[src/rtl/redwine_pkg.sv]
`default_nettype none
// ============================================================================
// Module   : redwine_pkg
// Brief    : Shared constants and FSM state type for the redwine feature
//            assembler (feature count, quantized width, packed vector width).
// Revision : 1.0 - initial release
// ============================================================================
package redwine_pkg;

  localparam int NFEAT = 11;
  localparam int FW    = 4;
  localparam int OUT_W = NFEAT * FW;

  typedef enum logic [0:0] {
    ST_COLLECT = 1'b0,
    ST_FULL    = 1'b1
  } state_e;

endpackage
`default_nettype wire

[src/rtl/redwine_feat_quant.sv]
`default_nettype none
// ============================================================================
// Module   : redwine_feat_quant
// Brief    : Combinational 8-bit to FW-bit feature quantizer.
//            FEAT_ROUND_SAT_EN defined   : round-half-up then saturate.
//            FEAT_ROUND_SAT_EN undefined : plain truncation to the top FW bits.
//            FW is expected to be in 1..7 for the rounding variant.
// Revision : 1.0 - initial release
// ============================================================================
module redwine_feat_quant #(
  parameter int FW = redwine_pkg::FW
) (
  input  logic [7:0]    raw_i,
  output logic [FW-1:0] q_o
);

`ifdef FEAT_ROUND_SAT_EN
  localparam int         SHIFT  = 8 - FW;
  localparam logic [8:0] C_HALF = 9'(1 << (SHIFT - 1));
  localparam logic [8:0] C_MAX  = 9'((1 << FW) - 1);

  logic [8:0] w_sum;
  logic [8:0] w_shr;

  // Add half an LSB on 9 bits so 0xF8 and above cannot wrap, then clamp.
  always_comb begin
    w_sum = {1'b0, raw_i} + C_HALF;
    w_shr = w_sum >> SHIFT;
    q_o   = (w_shr > C_MAX) ? C_MAX[FW-1:0] : w_shr[FW-1:0];
  end
`else
  // Keep only the most significant FW bits of the raw value.
  always_comb begin
    q_o = raw_i[7 -: FW];
  end
`endif

endmodule
`default_nettype wire

[src/rtl/redwine_feat_assembler.sv]
`default_nettype none
// ============================================================================
// Module   : redwine_feat_assembler
// Brief    : Collects NFEAT raw features from a valid/ready stream, quantizes
//            each to FW bits and presents the packed vector to the MLP stage.
//            Framing errors (early or missing in_last) drop the partial sample
//            and pulse err for one cycle.
//            Build option: FEAT_ROUND_SAT_EN selects round+saturate quantizing
//            (default build truncates).
// Revision : 1.0 - initial release
// ============================================================================
module redwine_feat_assembler
  import redwine_pkg::*;
#(
  parameter int NFEAT = redwine_pkg::NFEAT,
  parameter int FW    = redwine_pkg::FW
) (
  input  logic                clk,
  input  logic                rst_n,
  input  logic                in_valid,
  output logic                in_ready,
  input  logic [7:0]          in_data,
  input  logic                in_last,
  output logic                out_valid,
  input  logic                out_ready,
  output logic [NFEAT*FW-1:0] out_data,
  output logic                err
);

  localparam int              CNT_W   = (NFEAT > 1) ? $clog2(NFEAT) : 1;
  localparam logic [CNT_W-1:0] C_LAST = CNT_W'(NFEAT - 1);

  state_e                state_q;
  state_e                state_d;
  logic [CNT_W-1:0]      cnt_q;
  logic [CNT_W-1:0]      cnt_d;
  logic [NFEAT*FW-1:0]   data_q;
  logic [NFEAT*FW-1:0]   data_d;
  logic                  err_q;
  logic                  err_d;

  logic [FW-1:0]         w_feat;
  logic                  w_in_fire;
  logic                  w_out_fire;
  logic                  w_at_end;
  logic                  w_final_ok;
  logic                  w_frame_err;

  redwine_feat_quant #(
    .FW    (FW)
  ) u_quant (
    .raw_i (in_data),
    .q_o   (w_feat)
  );

  // Handshake qualifiers and framing classification of the current transfer.
  always_comb begin
    w_in_fire   = in_valid & in_ready;
    w_out_fire  = out_valid & out_ready;
    w_at_end    = (cnt_q == C_LAST);
    w_final_ok  = w_in_fire & in_last & w_at_end;
    w_frame_err = w_in_fire & (in_last ^ w_at_end);
  end

  // State register together with counter, packing register and err pulse.
  always_ff @(posedge clk) begin
    if (!rst_n) begin
      state_q <= ST_COLLECT;
      cnt_q   <= '0;
      data_q  <= '0;
      err_q   <= 1'b0;
    end else begin
      state_q <= state_d;
      cnt_q   <= cnt_d;
      data_q  <= data_d;
      err_q   <= err_d;
    end
  end

  // Next-state logic: fill up on a clean final feature, drain on output accept.
  always_comb begin
    state_d = state_q;
    case (state_q)
      ST_COLLECT: if (w_final_ok) state_d = ST_FULL;
      ST_FULL:    if (w_out_fire) state_d = ST_COLLECT;
      default:    state_d = ST_COLLECT;
    endcase
  end

  // Output decode straight from the state register, so in_ready never sees out_ready.
  always_comb begin
    in_ready  = (state_q == ST_COLLECT);
    out_valid = (state_q == ST_FULL);
    out_data  = data_q;
    err       = err_q;
  end

  // Feature counter: advance per accepted feature, wrap on final or framing error.
  always_comb begin
    cnt_d = cnt_q;
    if (w_in_fire) begin
      if (in_last || w_at_end) cnt_d = '0;
      else                     cnt_d = cnt_q + CNT_W'(1);
    end
  end

  // Packing register: drop the partial vector on error, else write the slot at cnt_q.
  always_comb begin
    data_d = data_q;
    err_d  = w_frame_err;
    if (w_frame_err) begin
      data_d = '0;
    end else if (w_in_fire) begin
      for (int i = 0; i < NFEAT; i++) begin
        if (cnt_q == CNT_W'(i)) data_d[i*FW +: FW] = w_feat;
      end
    end
  end

endmodule
`default_nettype wire

[config.mk]
export PLATFORM = sky130hd
export DESIGN_NAME = redwine_feat_assembler
export DESIGN_NICKNAME = d
export VERILOG_FILES = /design/src/rtl/redwine_pkg.sv /design/src/rtl/redwine_feat_quant.sv /design/src/rtl/redwine_feat_assembler.sv
export SDC_FILE = /design/constraint.sdc
export NUM_CORES = 1
export LEC_CHECK = 0
export CAP_MARGIN = 20
export CORE_MARGIN = 4
export CORE_UTILIZATION = 47
export CTS_CLUSTER_SIZE = 10
export DETAILED_ROUTE_END_ITERATION = 8
export PLACE_DENSITY = 0.89
export RECOVER_POWER = 100
export SYNTH_ARGS = -nofsm -noshare
export SYNTH_HDL_FRONTEND = slang
export SYNTH_SLANG_ARGS = --single-unit
[constraint.sdc]
create_clock -name clk -period 2.2 [get_ports clk]
set_input_delay 0.66 -clock clk [delete_from_list [all_inputs] [get_ports clk]]
set_output_delay 0.66 -clock clk [all_outputs]
set_load 0.02 [all_outputs]
==> results of run 1 <==
==> worst min-delay path, cell delays in order, from the launching register on <==
cell and delay (ns):
sky130_fd_sc_hd__dfxtp_1 0.31, sky130_fd_sc_hd__nand3_1 0.06, sky130_fd_sc_hd__mux2i_1 0.06
==> sequential cells by signal, summed over array words and instances (netlist names) <==
register / cells
out_data: 44
cnt_q: 4
err: 1
out_valid: 1
==> synthesized netlist by cell type, types with 2 or more instances <==
cell / number
sky130_fd_sc_hd__mux2i_1: 44
sky130_fd_sc_hd__buf_2: 11
sky130_fd_sc_hd__a21oi_1: 3
sky130_fd_sc_hd__clkbuf_1: 3
sky130_fd_sc_hd__nand3_4: 6
sky130_fd_sc_hd__dfxtp_1: 50
sky130_fd_sc_hd__inv_1: 5
sky130_fd_sc_hd__nand2_1: 4
sky130_fd_sc_hd__nand3_1: 55
sky130_fd_sc_hd__and3_1: 2
sky130_fd_sc_hd__ha_1: 5
==> per-layer routing <==
layer / share of wire (%) / track usage [%]
met1: 41 / 22.8
met2: 52 / 33.1
met3: 5.1 / 6.33
met4: 1.8 / 6.02
met5: 0 / 0
==> power breakdown <==
part	internal (mW)	switching, mW	leakage [nW]
Clock	0.288	0.301	0.0544
Combinational	0.0657	0.0874	0.999
Sequential	0.912	0.00496	0.404
Total	1.27	0.393	1.46
==> layout make-up <==
type / count / area, um^2
inverter: 5 / 18.8
clock inverter: 1 / 8.76
timing repair buffer: 67 / 709
tap: 52 / 65.1
sequential: 50 / 1000
multi-input combinational: 133 / 1010
clock buffer: 7 / 96.3
fill: 331 / 1500
==> kinds of logic after synthesis <==
family                     count (synthesis)  synth area share [%]
muxes                                     44                  20.4
AOI/OAI and AO/OA                          7                  2.49
buffers and inverters                     21                  5.22
DFF                                       50                  46.4
adders and majority gates                  5                  2.90
and+or+nand+nor                           77                  22.6
==> per-stage QoR <==
| step | total power, mW | worst slack [ns] | setup TNS, ns | hold slack [ns] |
|---|---|---|---|---|
| CTS | 1.68 | 0.193 | 0 | 0.481 |
| detailed placement | 1.10 | -0.0903 | -2.29 | 0.461 |
| global route | 1.72 | 0.0449 | 0 | 0.490 |
| global placement | 1.10 | -0.0305 | -0.824 | 0.456 |
| floorplan | 1.03 | 0.423 | 0 | 0.477 |
| finish | 1.66 | 0.140 | 0 | 0.472 |
==> worst paths after layout <==
| kind | end | cells past startpoint | slack [ns] |
|---|---|---|---|
| min | out_data[18] | 2 | 0.47 |
| max | out_data[40] | 5 | 0.14 |
| min reg2reg | out_data[18] | 2 | 0.47 |
| max reg2reg | out_data[29] | 8 | 0.29 |
==> summary.log, run 1 <==
[pwr] maximum VDD drop 0.484 mV
[detailed_routing] remaining routing DRC violations 0
[sta] Setup-failing EPs final 0
[cells_and_area] commonest non-fill, non-tap cells in the layout sky130_fd_sc_hd__nand3_1, sky130_fd_sc_hd__dfxtp_1, sky130_fd_sc_hd__dlygate4sd3_1
[placement] number of instances in the placed design 307
[placement] dpl hpwl 3660 um
[sta] Final period util 93.6%
[clocking] number of buffers on the longest clock path 2
[clocking] clock-pin slew on the worst setup and hold paths 0.09 ns
[sta] final hold violation count 0
[detailed_routing] iteration-0 DRC count of the detailed router 93
[detailed_routing] final routed wirelength across all metal layers 5130 um
[sta] Worst Tran Pin Value 0.323 ns
[critical_path] Critical Path Sink Type flop
[cells_and_area] share of post-route cells with drive strength above 1 11.0%
[clocking] post-CTS resize count 0
[placement] Placed Area 2850 um^2
[critical_path] CP startpoint in_valid
[critical_path] critical path class primary input to flop
[critical_path] Crit path largest cell delay 0.59 ns
[cells_and_area] count of placed standard cells in the final layout, fillers left out 315
[synthesis] Seq cells post-synth 50
[floorplanning] Std-Cell Rows 24
[global_route] via count of the first global-routing pass 1754
[critical_path] Worst Path Buf+Inv 2
[clocking] number of buffers inserted for hold repair after clock tree synthesis 0
[critical_path] data arrival time at the worst-slack endpoint 2.25 ns
[detailed_routing] detailed-router iteration count before antenna repair 5
[critical_path] Critical Path Source Type primary input
[pwr] leakage dissipation 1.46 nW
[global_route] antenna violations before repair 0
[sta] Setup Skew 0.00635 ns
[floorplanning] io pins 60
[synthesis] fraction of the yosys area taken by sequential cells 46.4%
[cells_and_area] fin area 2910 um^2
[critical_path] CP Cell Sequence dlygate4sd3_1 > and2b_1 > clkbuf_2 > nand3_2 > mux2i_1
[floorplanning] Std-Cell Core Area 4410 um^2
[synthesis] area share of the largest cell type after synthesis 46.4%
[worst_hold_path] worst min-delay path category flop to flop
[job] count of max-cap constraint violations 0
[synthesis] synth warn 0
[floorplanning] area of the die 5740 um^2
[detailed_routing] Antenna Nets Post-Route 0
[clocking] TritonCTS clock tree built
[floorplanning] die outline width 75.8 um
[pwr] total power divided by cell area 570 nW/um^2
[synthesis] count of unique library cells instantiated by Yosys 27
[synthesis] gate count after technology mapping 204
[clocking] clock latency reported for the late side of the worst-skew pair 0.31 ns
[cells_and_area] signed area change from the synthesized netlist to the final layout 34.9%
[global_route] wire length of the first global-routing pass 8360 um
[sta] Max Slew Vio Count 0
[clocking] level count of the clock H-tree 2
[synthesis] number of enable-type register cells in the synthesized netlist 0
[floorplanning] effective utilization at floorplan 48.9%
[clocking] clock buffers created by TritonCTS 5
[cells_and_area] final cell utilization of the core 66.0%
[synthesis] cell accounting for the most synthesized area sky130_fd_sc_hd__dfxtp_1
[critical_path] kind of cell adding the most delay to the critical path buffers and inverters
[critical_path] CP max-delay cell sky130_fd_sc_hd__dlygate4sd3_1
[floorplanning] Chip Height 75.8 um
[critical_path] critical path required time 2.39 ns
[sta] Highest Clock Rate 0.485 GHz
[synthesis] Avg Cell Area, Syn 10.6 um^2
[sta] Max-slew headroom 78.5%
[sta] final critical path time including I/O delays and setup 2.06 ns
[clocking] clock tree root buffer cell sky130_fd_sc_hd__clkbuf_8
[critical_path] maximum fanout along the worst path 8
[placement] quantity of I/O buffers inserted on ports 55
[global_route] aggregate global routing overflow 0
[synthesis] cell types with the largest area share after synthesis sky130_fd_sc_hd__dfxtp_1, sky130_fd_sc_hd__mux2i_1, sky130_fd_sc_hd__nand3_1, sky130_fd_sc_hd__nand3_4, sky130_fd_sc_hd__ha_1
[global_route] all-layer global routing usage 19.3%
[worst_hold_path] worst hold start out_data[18]
[status] result of the run complete, no violations
[synthesis] cell area after synthesis 2160 um^2
[cells_and_area] most common cell after layout, fill and taps aside sky130_fd_sc_hd__nand3_1
[critical_path] source of the worst register-to-register timing path cnt_q[0]
[detailed_routing] total number of vias 1751
[global_route] largest net degree at the start of global routing 35
[synthesis] Main synth FF type sky130_fd_sc_hd__dfxtp_1
[placement] weighted congestion reported at the end of routability-driven placement 0.857
[synthesis] Async SR Flop Fraction 0%
[detailed_routing] per-cell routed wire length 16.3 um
[clocking] total clock sinks 50
[sta] RSZ-0062 raised after global routing no
[clocking] buffers inserted by post-CTS timing repair 0
[synthesis] Synth Net Count 222
[cells_and_area] number of antenna repair diodes 0
[cells_and_area] # nets final 280
[detailed_routing] DR vias/cell 5.56
Note: power is estimated with default switching activity, not from simulation.
==> inputs of run 2 (changes only) <==
Settings changed: CORE_UTILIZATION 47 to 49, CTS_BUF_LIST set to sky130_fd_sc_hd__clkbuf_4, PLACE_DENSITY 0.89 to 0.91.
==> run 2 against run 1 <==
  * Sequential power about the same
  * Maximum frequency decreased by 1.6%
  * Worst hold slack improved by 0.0077 ns
  * Clock power decreased by 30%
  * Setup slack got worse by 0.033 ns
  * Total power decreased by 11%
  * Register-to-register slack got worse by 0.09 ns
  * Core utilization increased by 3.4 points
  * First-iteration DRC count increased by 41%
  * Critical endpoint is now out_data[42]
==> summary.log, run 2 (same netlist as run 1, synthesis figures left out) <==
[floorplanning] io pins 60 [unchanged]
[global_route] aggregate global routing overflow 0 [unchanged]
[global_route] wire length of the first global-routing pass 8400 um [+0.59%]
[clocking] clock-pin slew on the worst setup and hold paths 0.14 ns [+0.05 ns]
[critical_path] Crit path largest cell delay 0.69 ns [+0.10 ns]
[sta] final hold violation count 0 [unchanged]
[critical_path] Critical Path Source Type flop
[worst_hold_path] worst min-delay path category flop to flop
[critical_path] depth of the most critical reg-to-reg path 8 [unchanged]
[placement] weighted congestion reported at the end of routability-driven placement 0.835 [-2.6%]
[detailed_routing] iteration-0 DRC count of the detailed router 131 [+41%]
[floorplanning] die outline width 74.4 um [-1.8%]
[clocking] level count of the clock H-tree 2 [unchanged]
[placement] dpl hpwl 3630 um [-0.77%]
[critical_path] source of the worst register-to-register timing path cnt_q[0]
[pwr] maximum VDD drop 0.490 mV [+1.2%]
[critical_path] critical path required time 1.54 ns [-0.85 ns]
[critical_path] register-to-register path setup slack 0.20 ns [-0.09 ns]
[status] result of the run complete, no violations
[sta] RSZ-0062 raised after global routing no
[sta] Highest Clock Rate 0.478 GHz [-1.6%]
[pwr] total power divided by cell area 519 nW/um^2 [-9.0%]
[critical_path] CP max-delay cell sky130_fd_sc_hd__dlygate4sd3_1
[detailed_routing] total number of vias 1772 [+1.2%]
[critical_path] Worst Path Buf+Inv 1 [-1]
[cells_and_area] most common cell after layout, fill and taps aside sky130_fd_sc_hd__nand3_1
[placement] quantity of I/O buffers inserted on ports 55 [unchanged]
[global_route] via count of the first global-routing pass 1761 [+0.40%]
[detailed_routing] remaining routing DRC violations 0 [unchanged]
[global_route] antenna violations before repair 0 [unchanged]
[sta] Max-slew headroom 69.1% [-9.4 points]
[cells_and_area] share of post-route cells with drive strength above 1 10.7% [-0.30 points]
[floorplanning] Chip Height 74.4 um [-1.8%]
[detailed_routing] Antenna Nets Post-Route 0 [unchanged]
[cells_and_area] commonest non-fill, non-tap cells in the layout sky130_fd_sc_hd__nand3_1, sky130_fd_sc_hd__dfxtp_1, sky130_fd_sc_hd__dlygate4sd3_1
[clocking] number of buffers inserted for hold repair after clock tree synthesis 0 [unchanged]
[detailed_routing] per-cell routed wire length 17.0 um [+4.3%]
[cells_and_area] # nets final 279 [-0.36%]
[pwr] total design power 1.48 mW [-11%]
[critical_path] CP Cell Sequence dlygate4sd3_1
[sta] Final period util 95.1% [+1.5 points]
[cells_and_area] flip-flop count of the largest register, all copies and words added 44 [unchanged]
[clocking] clock buffers created by TritonCTS 5 [unchanged]
[cells_and_area] number of antenna repair diodes 0 [unchanged]
[critical_path] crit path capture out_data[42]
[floorplanning] Std-Cell Core Area 4120 um^2 [-6.8%]
[critical_path] CP startpoint out_data[42]
[critical_path] data arrival time at the worst-slack endpoint 1.43 ns [-0.82 ns]
[job] count of max-cap constraint violations 0 [unchanged]
[pwr] leakage dissipation 1.42 nW [-2.5%]
[critical_path] Critical Path Sink Type primary output
[sta] Setup Skew 0.0116 ns [+0.00524 ns]
[floorplanning] area of the die 5530 um^2 [-3.6%]
[detailed_routing] detailed-router iteration count before antenna repair 4 [-1]
[sta] final critical path time including I/O delays and setup 2.09 ns [+0.0331 ns]
[clocking] clock tree root buffer cell sky130_fd_sc_hd__clkbuf_4
[floorplanning] effective utilization at floorplan 52.4% [+3.6 points]
[clocking] number of buffers on the longest clock path 2 [unchanged]
[detailed_routing] DR vias/cell 5.70 [+2.5%]
[critical_path] critical path class flop to primary output
[clocking] TritonCTS clock tree built
[sta] Worst Tran Pin Value 0.464 ns [+0.140 ns]
[cells_and_area] signed area change from the synthesized netlist to the final layout 32.2%
[critical_path] logic depth of the worst path, buffers included 1 [-4]
[clocking] total clock sinks 50 [unchanged]
[clocking] clock latency reported for the late side of the worst-skew pair 0.37 ns [+0.06 ns]
[detailed_routing] final routed wirelength across all metal layers 5280 um [+3.0%]
[critical_path] maximum fanout along the worst path 2 [-6]
[clocking] post-CTS resize count 0 [unchanged]
[sta] Max Slew Vio Count 0 [unchanged]
[floorplanning] Std-Cell Rows 23 [-4.2%]
[critical_path] Crit Reg-Reg Endpoint out_data[4]
[sta] Setup-failing EPs final 0 [unchanged]
[global_route] largest net degree at the start of global routing 33 [-5.7%]
[sta] Final Hold Slack 0.480 ns [+0.00772 ns]
[clocking] buffers inserted by post-CTS timing repair 0 [unchanged]
[critical_path] kind of cell adding the most delay to the critical path buffers and inverters
[global_route] all-layer global routing usage 20.0% [+0.66 points]
## run 2: report_power, final
part	switching, mW	total [mW]	internal (mW)
Clock	0.279	0.411	0.132
Sequential	0.00519	0.919	0.913
Combinational	0.0879	0.150	0.0617
## run 2: cell type report
type / instances / area, um^2
sequential: 50 / 1000
clock inverter: 1 / 7.51
timing repair buffer: 66 / 683
fill: 323 / 1260
tap: 50 / 62.6
clock buffer: 6 / 45.0
inverter: 5 / 18.8
multi-input combinational: 133 / 1030
## run 2: worst min-delay path by stage
stage	slack [ns]	cells after the start	to	from
2_1_floorplan	0.48	2	cnt_q[1]	cnt_q[1]
3_3_place_gp	0.46	2	out_data[0]	out_data[0]
3_5_place_dp	0.47	2	out_data[35]	out_data[35]
4_1_cts	0.49	2	out_data[41]	out_data[41]
5_1_grt	0.50	2	out_data[27]	out_data[27]
6_report	0.48	2	out_data[12]	out_data[12]
## run 2: worst register-to-register path: stages, from the launching register on
cell	delay, ns
sky130_fd_sc_hd__dfxtp_1	0.38
sky130_fd_sc_hd__inv_1	0.12
sky130_fd_sc_hd__ha_1	0.33
sky130_fd_sc_hd__nand2_1	0.11
sky130_fd_sc_hd__ha_1	0.30
sky130_fd_sc_hd__nand3b_2	0.19
sky130_fd_sc_hd__buf_4	0.22
sky130_fd_sc_hd__nand3_1	0.09
sky130_fd_sc_hd__mux2i_1	0.18
## run 2: metal layers
metal	share of wire (%)	routed length [um]	track usage, %
met1	43	2270	25.3
met2	51	2690	33.1
met3	4.5	236	5.14
met4	1.6	86	6.72
met5	0	0	0
## run 2: stage by stage
stage / util [%] / worst slack, ns / cell area [um^2] / setup TNS, ns / cells
detailed placement: 68.3 / -0.0501 / 2810 / -0.565 / 304
floorplan: - / 0.423 / 2160 / 0 / 204
global placement: 68.3 / -0.0152 / 2810 / -0.124 / 304
CTS: 69.6 / 0.0952 / 2860 / 0 / 311
finish: 69.3 / 0.107 / 2850 / 0 / 311
global route: 69.3 / 0.0509 / 2850 / 0 / 311
